<file path="src/rtl/instruction_fetch_unit.sv">
// Fetch stage: PC, one-word reads to memory, valid/ready delivery of {data, addr}; 2-cycle ISSUE->valid, 1 instr per 3 cycles.
// Optional FETCH_PERF_CNT_EN macro enables the delivered-instruction counter on fetch_count.
module instruction_fetch_unit #(
  parameter int                ADDR_W   = 16,
  parameter int                DATA_W   = 32,
  parameter logic [ADDR_W-1:0] RESET_PC = '0
) (
  input  logic              clk,
  input  logic              reset,
  input  logic              fetch_en,
  input  logic              redirect,
  input  logic [ADDR_W-1:0] redirect_pc,
  output logic [ADDR_W-1:0] mem_address,
  output logic              mem_rd,
  output logic              mem_write,
  input  logic [DATA_W-1:0] mem_data_in,
  output logic [DATA_W-1:0] instr_data,
  output logic [ADDR_W-1:0] instr_addr,
  output logic              instr_valid,
  input  logic              instr_ready,
  output logic [15:0]       fetch_count
);

  typedef enum logic [1:0] {IDLE, ISSUE, CAPTURE, HOLD} state_t;

  state_t              state_q, state_d;
  logic [ADDR_W-1:0]   pc_q, pc_d;
  logic [DATA_W-1:0]   data_q, data_d;
  logic [ADDR_W-1:0]   addr_q, addr_d;
  logic                valid_q, valid_d;
  logic                handshake;

  assign handshake = valid_q & instr_ready;

  always_ff @(posedge clk or posedge reset) begin
    if (reset) begin
      state_q <= IDLE;
      pc_q    <= RESET_PC;
      data_q  <= '0;
      addr_q  <= '0;
      valid_q <= 1'b0;
    end else begin
      state_q <= state_d;
      pc_q    <= pc_d;
      data_q  <= data_d;
      addr_q  <= addr_d;
      valid_q <= valid_d;
    end
  end

  always_comb begin
    state_d = state_q;
    pc_d    = pc_q;
    data_d  = data_q;
    addr_d  = addr_q;
    valid_d = valid_q;
    case (state_q)
      IDLE: begin
        if (fetch_en) state_d = ISSUE;
      end
      ISSUE: begin
        state_d = CAPTURE;
      end
      CAPTURE: begin
        data_d  = mem_data_in;
        addr_d  = pc_q;
        valid_d = 1'b1;
        pc_d    = pc_q + 1'b1;
        state_d = HOLD;
      end
      HOLD: begin
        if (handshake) begin
          valid_d = 1'b0;
          state_d = fetch_en ? ISSUE : IDLE;
        end
      end
      default: state_d = IDLE;
    endcase
    // Redirect overrides everything above; a word returning in CAPTURE is dropped unpublished.
    if (redirect) begin
      pc_d    = redirect_pc;
      data_d  = data_q;
      addr_d  = addr_q;
      valid_d = 1'b0;
      state_d = fetch_en ? ISSUE : IDLE;
    end
  end

  assign mem_rd      = (state_q == ISSUE);
  assign mem_address = mem_rd ? pc_q : '0;
  assign mem_write   = 1'b0;
  assign instr_data  = data_q;
  assign instr_addr  = addr_q;
  assign instr_valid = valid_q;

`ifdef FETCH_PERF_CNT_EN
  logic [15:0] count_q, count_d;

  // A handshake coinciding with a redirect still counts as delivered.
  assign count_d = count_q + {15'd0, handshake};

  always_ff @(posedge clk or posedge reset) begin
    if (reset) count_q <= '0;
    else       count_q <= count_d;
  end

  assign fetch_count = count_q;
`else
  assign fetch_count = 16'h0000;
`endif

endmodule
</file>
<file path="config.mk">
export PLATFORM = sky130hd
export DESIGN_NAME = instruction_fetch_unit
export DESIGN_NICKNAME = d
export VERILOG_FILES = /design/src/rtl/instruction_fetch_unit.sv
export SDC_FILE = /design/constraint.sdc
export NUM_CORES = 1
export LEC_CHECK = 0
export ABC_AREA = 0
export CAP_MARGIN = 10
export CORE_ASPECT_RATIO = 1.75
export CORE_UTILIZATION = 41
export DETAILED_ROUTE_END_ITERATION = 6
export GPL_ROUTABILITY_DRIVEN = 0
export PLACE_DENSITY = 0.84
export SYNTH_ARGS = -nofsm -noshare
export SYNTH_HDL_FRONTEND = slang
export SYNTH_SLANG_ARGS = --single-unit
</file>
<file path="constraint.sdc">
create_clock -name clk -period 2.5 [get_ports clk]
set_input_delay 0.5 -clock clk [delete_from_list [all_inputs] [get_ports clk]]
set_output_delay 0.5 -clock clk [all_outputs]
set_load 0.03 [all_outputs]
</file>
==> Flow_metrics.wiki, run 1 <==
{| class="wikitable"
! Metric !! Value
|-
| Static leakage || 2.07 nW
|-
| Maximum number of pins on one net before global-route repair || 38
|-
| Required time at the worst-slack endpoint || 2.00 ns
|-
| Proportion of synthesized chip area in sequential cells || 53.5%
|-
| Area of all sequential standard cells || 1680 um2
|-
| Core area || 7280 um2
|-
| Unrepaired setup endpoints after global routing || no
|-
| Buffer levels on the longest clock path || 2
|-
| Critical path class || reg -> out
|-
| Cell with the largest stage delay on the worst path || clkdlybuf4s50_1
|-
| Sw Pwr || 2.22 mW
|-
| Detailed router's first-iteration violation count || 75
|-
| Gr ovfl total || 0
|-
| Number of placed I/O pins || 136
|-
| Worst min-delay path category || in -> async
|-
| Total length of routed wires || 7090 um
|-
| Nature of the critical path endpoint || output port
|-
| Vias per Instance || 4.91
|-
| Part of the total power dissipated in the clock network || 23.8%
|-
| Port bufs || 118
|-
| Initial cell density of the core || 43.0%
|-
| Area added between synthesis and finish || 50.3%
|-
| Floorplan row count || 41
|-
| Synth Register Bits || 67
|-
| Data arrival, critical path || 1.88 ns
|-
| Hold_buf cts || 0
|-
| Met1 Resource Use GR || 22.4%
|-
| Antenna diode count || 0
|-
| Routed length per instance || 15.1 um
|-
| Wire length of the first global-routing pass || 11800 um
|-
| Met3 usage in global routing || 6.69%
|-
| Clock insertion delay at the later pin of the skew report || 0.33 ns
|-
| Status || completed
|-
| Gates resized, CTS repair || 15
|-
| Fraction of final layout cells sized beyond drive strength 1 || 20.2%
|-
| Postcts setup bufs || 0
|-
| Endpoints failing setup || 0
|-
| Met2 Use GR || 34.1%
|-
| Basic-gate share of the synthesized area counting and, or, nand and nor cells || 11.1%
|-
| Power per standard cell area || 1280 nW/um2
|-
| Final Power || 6.04 mW
|-
| Pre-Repair DR Iteration Count || 4
|-
| Clk root buf || clkbuf_16
|-
| Share of total power in sequential cells || 29.2%
|-
| Area post-placement || 4390 um2
|-
| Die area || 8010 um2
|-
| Number of nets in the final layout || 436
|-
| Combined area of all synthesized cells || 3130 um2
|-
| Maximum resistive drop on vdd || 0.580 mV
|-
| Number of clock sinks seen by CTS || 67
|-
| Fraction of the cycle the final worst path needs || 95.1%
|-
| Highest fanout seen on the critical path || 7
|-
| Startpoint class of the critical path || flop
|-
| CTS clock-pin slew for the worst setup and hold paths || 0.05 ns
|-
| Count of warnings emitted by yosys || 0
|-
| Worst hold slack after final layout || 0.458 ns
|-
| Total number of vias || 2299
|-
| Final count of pins violating max slew || 0
|-
| Dominant combinational cell family by area after synthesis || multiplexers
|-
| Worst reg2reg path depth || 6
|-
| Sum of negative setup slack || 0 ns
|-
| Detail Route Antenna Nets || 0
|-
| Number of fill cells || 590
|-
| Final routed DRC violation total || 0
|-
| Part of the total power dissipated in combinational logic || 47.0%
|-
| H-tree depth || 3
|-
| Post-Syn Area per Cell || 12.3 um2
|-
| Via count of the first global-routing pass || 2388
|-
| R2r setup slk || 0.36 ns
|-
| Inserted Clock Buffers || 9
|-
| Largest stage delay, worst path || 0.67 ns
|-
| GR Util All Layers || 20.2%
|-
| Worst-case clock skew || 0.00437 ns
|-
| Max-capacitance violation count || 0
|-
| Post-synthesis mux area share || 18.6%
|-
| Highest clock rate || 0.421 GHz
|-
| Final design area excluding fillers || 4710 um2
|-
| CTS tree || yes
|-
| Most utilized layer in the global route result || met2
|-
| Chain of cells forming the critical path || inv_1, ha_1, buf_4, clkdlybuf4s50_1
|-
| Fraction of power spent switching nets || 36.8%
|-
| Placed wire-length estimate || 5250 um
|-
| Die boundary height || 118 um
|-
| Fraction of synthesized cell area in xor and xnor cells || 3.91%
|-
| Yosys cell types || 29
|-
| Antenna violations before repair || 0
|-
| Hold violation count in the final report || 0
|-
| Fraction of the mapped netlist area in adder cells || 2.40%
|-
| Horizontal die dimension || 68.1 um
|-
| Compound-gate portion of the synthesized area || 3.55%
|-
| Footprint of the multi-input gates || 1310 um2
|-
| Cells after Synth || 255
|-
| Period minus WS final || 2.38 ns
|-
| Internal power || 3.82 mW
|}
power groups by stage:
stage               combinational, mW  sequential (mW)  clock (mW)
floorplan                       0.916             2.55           0
global placement                 2.86             1.76           0
detailed placement               2.91             1.79           0
CTS                              2.87             1.77        1.47
global route                     3.01             1.84        1.52
finish                           2.84             1.76        1.43
synth_stat cells (all sizes together):
cell type / count / area, um2
clkbuf: 6 / 23.8
and3: 2 / 12.5
and4: 7 / 61.3
nand4: 3 / 18.8
nand2: 17 / 63.8
or4: 1 / 7.51
xnor2: 4 / 35.0
conb: 1 / 3.75
buf: 25 / 176
ha: 6 / 75.1
o22ai: 1 / 6.26
a22oi: 1 / 7.51
mux2i: 2 / 20.0
o21bai: 1 / 7.51
mux2: 50 / 563
nor2b: 2 / 12.5
dfrtp: 67 / 1680
inv: 4 / 15.0
and2: 17 / 106
nor2: 1 / 3.75
a21oi: 3 / 15.0
nand2b: 2 / 12.5
nand3: 7 / 47.6
xor2: 10 / 87.6
o21ai: 15 / 75.1
cells by family (layout without fill, tap and decap cells):
group	after synthesis	after routing
XOR/XNOR	14	14
multiplexers	52	52
adder cells (fa/ha/maj)	6	6
flip-flops	67	67
AO/OA/AOI/OAI	21	21
buffers and inverters	35	146
AND/OR/NAND/NOR	59	59
other	1	17
critical path: cells and delay by family, from the launching register on:
family,cells,cell delay (ns)
DFF,1,0.41
buffers and inverters,3,0.96
adders and majority gates,1,0.19
cell usage in the layout, fill, tap and decap left out, types with 4 or more instances in the layout:
cell type / count
ha_1: 6
clkdlybuf4s50_1: 102
o21ai_0: 15
xor2_1: 10
and2_1: 17
clkbuf_16: 9
dlygate4sd2_1: 15
nand2_1: 17
and4_1: 7
nand3_1: 6
dfrtp_1: 67
mux2_2: 50
conb_1: 17
buf_4: 6
xnor2_1: 4
state kept, by name, summed over array words and instances (netlist names):
| signal | flops |
|---|---|
| instr_addr | 16 |
| instr_data | 32 |
| instr_valid | 1 |
| pc_q | 16 |
| state_q | 2 |
final cells by class:
class | count | area share [%]
timing repair buffer | 126 | 26.7
clock buffer | 11 | 5.15
inverter | 4 | 0.319
sequential | 67 | 35.6
multi-input combinational | 169 | 27.8
tap | 86 | 2.28
clock inverter | 5 | 2.13
metal layers:
layer,up-vias,part of all wire (%)
met5,-,0
met4,0,1.2
met3,8,6.8
met2,96,55
met1,1102,37
li1,1093,-
metrics by stage:
step / util, % / cells / setup WS [ns]
final: 64.7 / 468 / 0.123
after global placement: 60.2 / 452 / 0.340
after CTS: 64.7 / 468 / 0.110
after floorplan: - / 271 / 0.317
after global routing: 64.7 / 468 / 0.0104
after detailed placement: 60.2 / 452 / 0.273
path summary, 6_finish.rpt:
kind | from | endpoint
setup / recovery | state_q[1] | mem_rd
hold / removal | reset | instr_data[29]
setup reg to reg | state_q[0] | pc_q[13]
hold reg to reg | instr_data[18] | instr_data[18]
max in group asynchronous | reset | instr_data[21]
min in group clk | instr_data[18] | instr_data[18]
(Power assumes the default switching activity.)
==> inputs of run 2 (changes only) <==
--- a/config.mk
+++ b/config.mk
@@ -12,6 +12,7 @@
 export DETAILED_ROUTE_END_ITERATION = 6
 export GPL_ROUTABILITY_DRIVEN = 0
 export PLACE_DENSITY = 0.84
+export SLEW_MARGIN = 20
 export SYNTH_ARGS = -nofsm -noshare
 export SYNTH_HDL_FRONTEND = slang
 export SYNTH_SLANG_ARGS = --single-unit
==> results of run 2 <==
Same layout as run 1: the final DEF is identical, and so are final timing and power.
==> RTL edit 1 (settings of run 2) <==
Change the parameter `ADDR_W` from 16 to 15.
--- a/src/rtl/instruction_fetch_unit.sv
+++ b/src/rtl/instruction_fetch_unit.sv
@@ -2,5 +2,5 @@
 // Optional FETCH_PERF_CNT_EN macro enables the delivered-instruction counter on fetch_count.
 module instruction_fetch_unit #(
-  parameter int                ADDR_W   = 16,
+  parameter int                ADDR_W   = 15,
   parameter int                DATA_W   = 32,
   parameter logic [ADDR_W-1:0] RESET_PC = '0
Interface: changed (resized instr_addr, mem_address and redirect_pc); port bits go from 136 to 133. The function was not compared with the original's and may differ.
==> RTL edit 1 against run 2 <==
Non-clock buffer count fell by 6. Routed wire length fell by 1.3%. Die area fell by 1.1%. Synthesized area fell by 1.2%. Final area fell by 3.2%. Sequential cell count fell by 2. Setup slack got worse by 0.024 ns. Power fell by 6.1%. Largest cell class unchanged.
==> RTL edit 1: results (changes against run 2) <==
Cells and area
  • Filler Cell Count: 592 (was 590)
  • Clock buf count: 12 (was 11)
  • Fraction of layout cells with a size suffix above 1: 22.01% (was 20.16%)
  • #MultiIn Comb: 162 (was 169)
  • Inverters: 6 (was 4)
  • Multi-input logic area: 1315 um^2 (was 1310 um^2)
  • Non-Clock Buffer Count: 120 (was 126)
  • Fraction of area in registers: 35.68% (was 35.60%)

Route
  • Via-to-Cell Ratio: 4.846 (was 4.912)
  • DR WL/cell: 15.40 um (was 15.14 um)
  • DRT met1 WL: 2522 um (was 2614 um)
  • DR iter-0 viols: 105 (was 75)

STA
  • Skew final: 0.004728 ns (was 0.004366 ns)

Setup path
  • Worst R2R Path Depth: 5 (was 6)
  • CP arrival: 1.90 ns (was 1.88 ns)
  • CP Max Fanout: 10 (was 7)

Power
  • Leak: 1.983 nW (was 2.067 nW)
  • Worst VDD drop: 0.0006740 V (was 0.0005797 V)
  • Sw frac: 39.02% (was 36.77%)

Placed design
  • DP Wirelength: 5289 um (was 5250 um)

Synth
  • Number of synthesized register bits: 65 (was 67)
  • Adder-Cell Fraction of Synth Area: 2.423% (was 2.395%)
  • Synth area leaders: dfrtp_1 53%, mux2_2 19%, buf_4 4.4% (was dfrtp_1 53%, mux2_2 18%, buf_4 4.3%)
  • Sequential element share of the synthesized area: 52.50% (was 53.49%)
  • Synth Area in Compound Gates: 3.110% (was 3.553%)
  • XOR/XNOR Fraction of Synth Area: 3.958% (was 3.912%)
  • Mux cell area share after synthesis: 19.18% (was 18.60%)

Global route
  • Largest net degree at the start of global routing: 46 (was 38)
  • Met3 GRT Util: 3.876% (was 6.686%)

Run status
  • Outcome: completed (unchanged)
[RTL edit 1: path summary, 6_finish.rpt]
check	startpoint	end	slack (ns)
max	state_q[1]	mem_address[2]	0.1
min	instr_addr[13]	instr_addr[13]	0.50
max reg2reg	state_q[0]	instr_data[10]	0.39
min reg2reg	instr_addr[13]	instr_addr[13]	0.50
max in group asynchronous	reset	instr_data[24]	1.41
min in group asynchronous	reset	instr_addr[7]	0.51
[RTL edit 1: through the flow]
stage	setup slack, ns	utilization (%)	hold slack [ns]
CTS	0.003103	62.44	0.5064
detailed placement	0.1539	59.00	0.4948
floorplan	0.3735	-	0.5147
global placement	0.2472	59.00	0.4880
finish	0.09904	62.59	0.5013
global route	0.001659	62.59	0.5231
[RTL edit 1: repair_timing]
action,CTS,global route
hold endpoints to repair,0,0
endpoints found under the setup margin,11,9
gates resized for setup,11,10
==> RTL edit 2 (config.mk and constraints of run 2) <==
Without the edit above. The 4 states of `state_t` get a one-hot encoding in 4 bits.
--- a/src/rtl/instruction_fetch_unit.sv
+++ b/src/rtl/instruction_fetch_unit.sv
@@ -22,5 +22,5 @@
 );
 
-  typedef enum logic [1:0] {IDLE, ISSUE, CAPTURE, HOLD} state_t;
+  typedef enum logic [3:0] {IDLE = 4'b0001, ISSUE = 4'b0010, CAPTURE = 4'b0100, HOLD = 4'b1000} state_t;
 
   state_t              state_q, state_d;
Check against the original RTL: same outputs for any inputs over 10 cycles, from zero or initial values and one cycle with reset high; not proved beyond that.
==> RTL edit 2 against run 2 <==
Synthesized cell count increased by 10%. Sequential cell count rose by 2. Final area grew 1.9%. Synthesized area rose by 4.6%. Setup slack better by 0.19 ns. Fmax rose by 8.8%. Register-to-register slack better by 0.05 ns. Count of clock-buffer cells in the layout increased by 1. Routed wire length is 7.6% higher. Critical path type unchanged.
Power is not compared: it rests on default switching activity, and its combinational part moved more than twofold at a synthesized area within 25%.
==> RTL edit 2: results (changes against run 2) <==
Placed design
  • DP Area: 4468 um^2 (was 4385 um^2)
  • DP Wirelength: 5689 um (was 5250 um)
  • # port buffers: 118 (unchanged)

Cells and area
  • Final Instance Area: 4797 um^2 (was 4710 um^2)
  • Multi-input combinational area share: 29.03% (was 27.82%)
  • Fraction of layout cells with a size suffix above 1: 16.75% (was 20.16%)
  • Count of nets after finishing: 455 (was 436)
  • Inverters: 5 (was 4)
  • ClkCell Share: 6.808% (was 7.279%)
  • Non-Clock Buffer Count: 125 (was 126)
  • Clock buf count: 12 (was 11)
  • #MultiIn Comb: 191 (was 169)
  • Non-clock buffer share: 25.46% (was 26.70%)
  • Seq cells: 69 (was 67)
  • Filler Cell Count: 640 (was 590)
  • Fraction of area in registers: 36.02% (was 35.60%)

CTS
  • H-tree Lvls: 3 (unchanged)
  • Worst-skew pair later-pin latency: 0.33 ns (about the same)
  • Postcts setup bufs: 0 (unchanged)
  • CTS Root Cell: clkbuf_16 (unchanged)
  • Post-CTS sizing: 0 (was 15)

Setup path
  • Worst reg2reg setup slack: 0.41 ns (was 0.36 ns)
  • CP Max Fanout: 16 (was 7)
  • Worst path top cell family by delay: simple AND/OR/NAND/NOR gates (was buffers and inverters)
  • Crit path largest cell delay: 0.47 ns (was 0.67 ns)
  • RR Endpoint: instr_data[30] (was pc_q[13])
  • Slowest stage cell, crit path: dfrtp_1 (was clkdlybuf4s50_1)
  • Worst R2R Path Depth: 4 (was 6)
  • CP arrival: 1.68 ns (was 1.88 ns)
  • Worst r2r src: state_q[1] (was state_q[0])

Run status
  • Outcome: completed (unchanged)

Synth
  • Synth area leaders: dfrtp_1 52%, mux2_1 9.6%, mux2_2 7.2% (was dfrtp_1 53%, mux2_2 18%, buf_4 4.3%)
  • Sequential element share of the synthesized area: 52.69% (was 53.49%)
  • Cell Area, Synth: 3279 um^2 (was 3134 um^2)
  • Top cells by count, synth: 68 x dfrtp_1, 28 x mux2_1, 21 x mux2_2, 20 x buf_4, 20 x nand2_1 (was 67 x dfrtp_1, 50 x mux2_2, 18 x buf_4, 17 x and2_1, 17 x nand2_1)
  • FFs w/ async S/R, synth: 100.0% (unchanged)
  • Synth unique cells: 38 (was 29)

STA
  • Min Hold Slack: 0.4172 ns (was 0.4580 ns)
  • Skew final: 0.007684 ns (was 0.004366 ns)

Global route
  • Overall Global Routing Usage: 19.21% (was 20.20%)
  • Vias in the first global route: 2506 (was 2388)
  • Largest net degree at the start of global routing: 49 (was 38)
  • Global-route wire length before repair: 12450 um (was 11800 um)

Route
  • Via-to-Cell Ratio: 5.109 (was 4.912)
  • WL final: 7623 um (was 7085 um)
  • DR iter-0 viols: 111 (was 75)
[RTL edit 2: worst max-delay path by stage]
stage | from | endpoint | slack (ns) | depth (start not counted)
after floorplan | reset | instr_addr[0] | 0.26 | 1
after global placement | state_q[3] | mem_address[11] | 0.47 | 4
after detailed placement | state_q[1] | instr_data[16] | 0.43 | 4
after CTS | state_q[3] | mem_address[11] | 0.07 | 4
after global routing | state_q[3] | mem_address[14] | 0.13 | 6
final | state_q[3] | mem_address[14] | 0.32 | 6
[RTL edit 2: through the flow]
stage               std cells  setup slack, ns
floorplan                 297           0.2618
global placement          478           0.4715
detailed placement        478           0.4296
CTS                       494          0.06931
global route              494           0.1329
finish                    494           0.3158
[RTL edit 2: cells by family after synthesis]
group | count (synthesis) | synth area share [%]
AO/OA/AOI/OAI | 26 | 4.235
XOR/XNOR | 10 | 2.671
adder cells (fa/ha/maj) | 1 | 0.3815
buffers and inverters | 37 | 6.906
flip-flops | 69 | 52.69
multiplexers | 53 | 18.05
other | 1 | 0.1144
AND/OR/NAND/NOR | 84 | 14.96
[RTL edit 2: worst register-to-register path, delay by kind of cell (launching register included)]
kind / cells / cell delay (ns)
buffers and inverters: 1 / 0.26
DFF: 1 / 0.47
muxes: 1 / 0.40
and+or+nand+nor: 2 / 0.83
[RTL edit 2: per-layer routing]
metal | track usage (%) | vias up | part of all wire, %
met5 | 0 | - | 0
met4 | 10.33 | 0 | 3.9
met3 | 5.417 | 19 | 5.4
met2 | 33.25 | 98 | 54
met1 | 21.02 | 1219 | 37
li1 | - | 1188 | -
[RTL edit 2: power breakdown]
group	internal (W)	switching, W	leakage, nW
combinational	0.000554	0.000675	1.06
clock	0.000924	0.000447	0.163
sequential	0.00133	0.000139	0.866
total	0.00281	0.00126	2.09
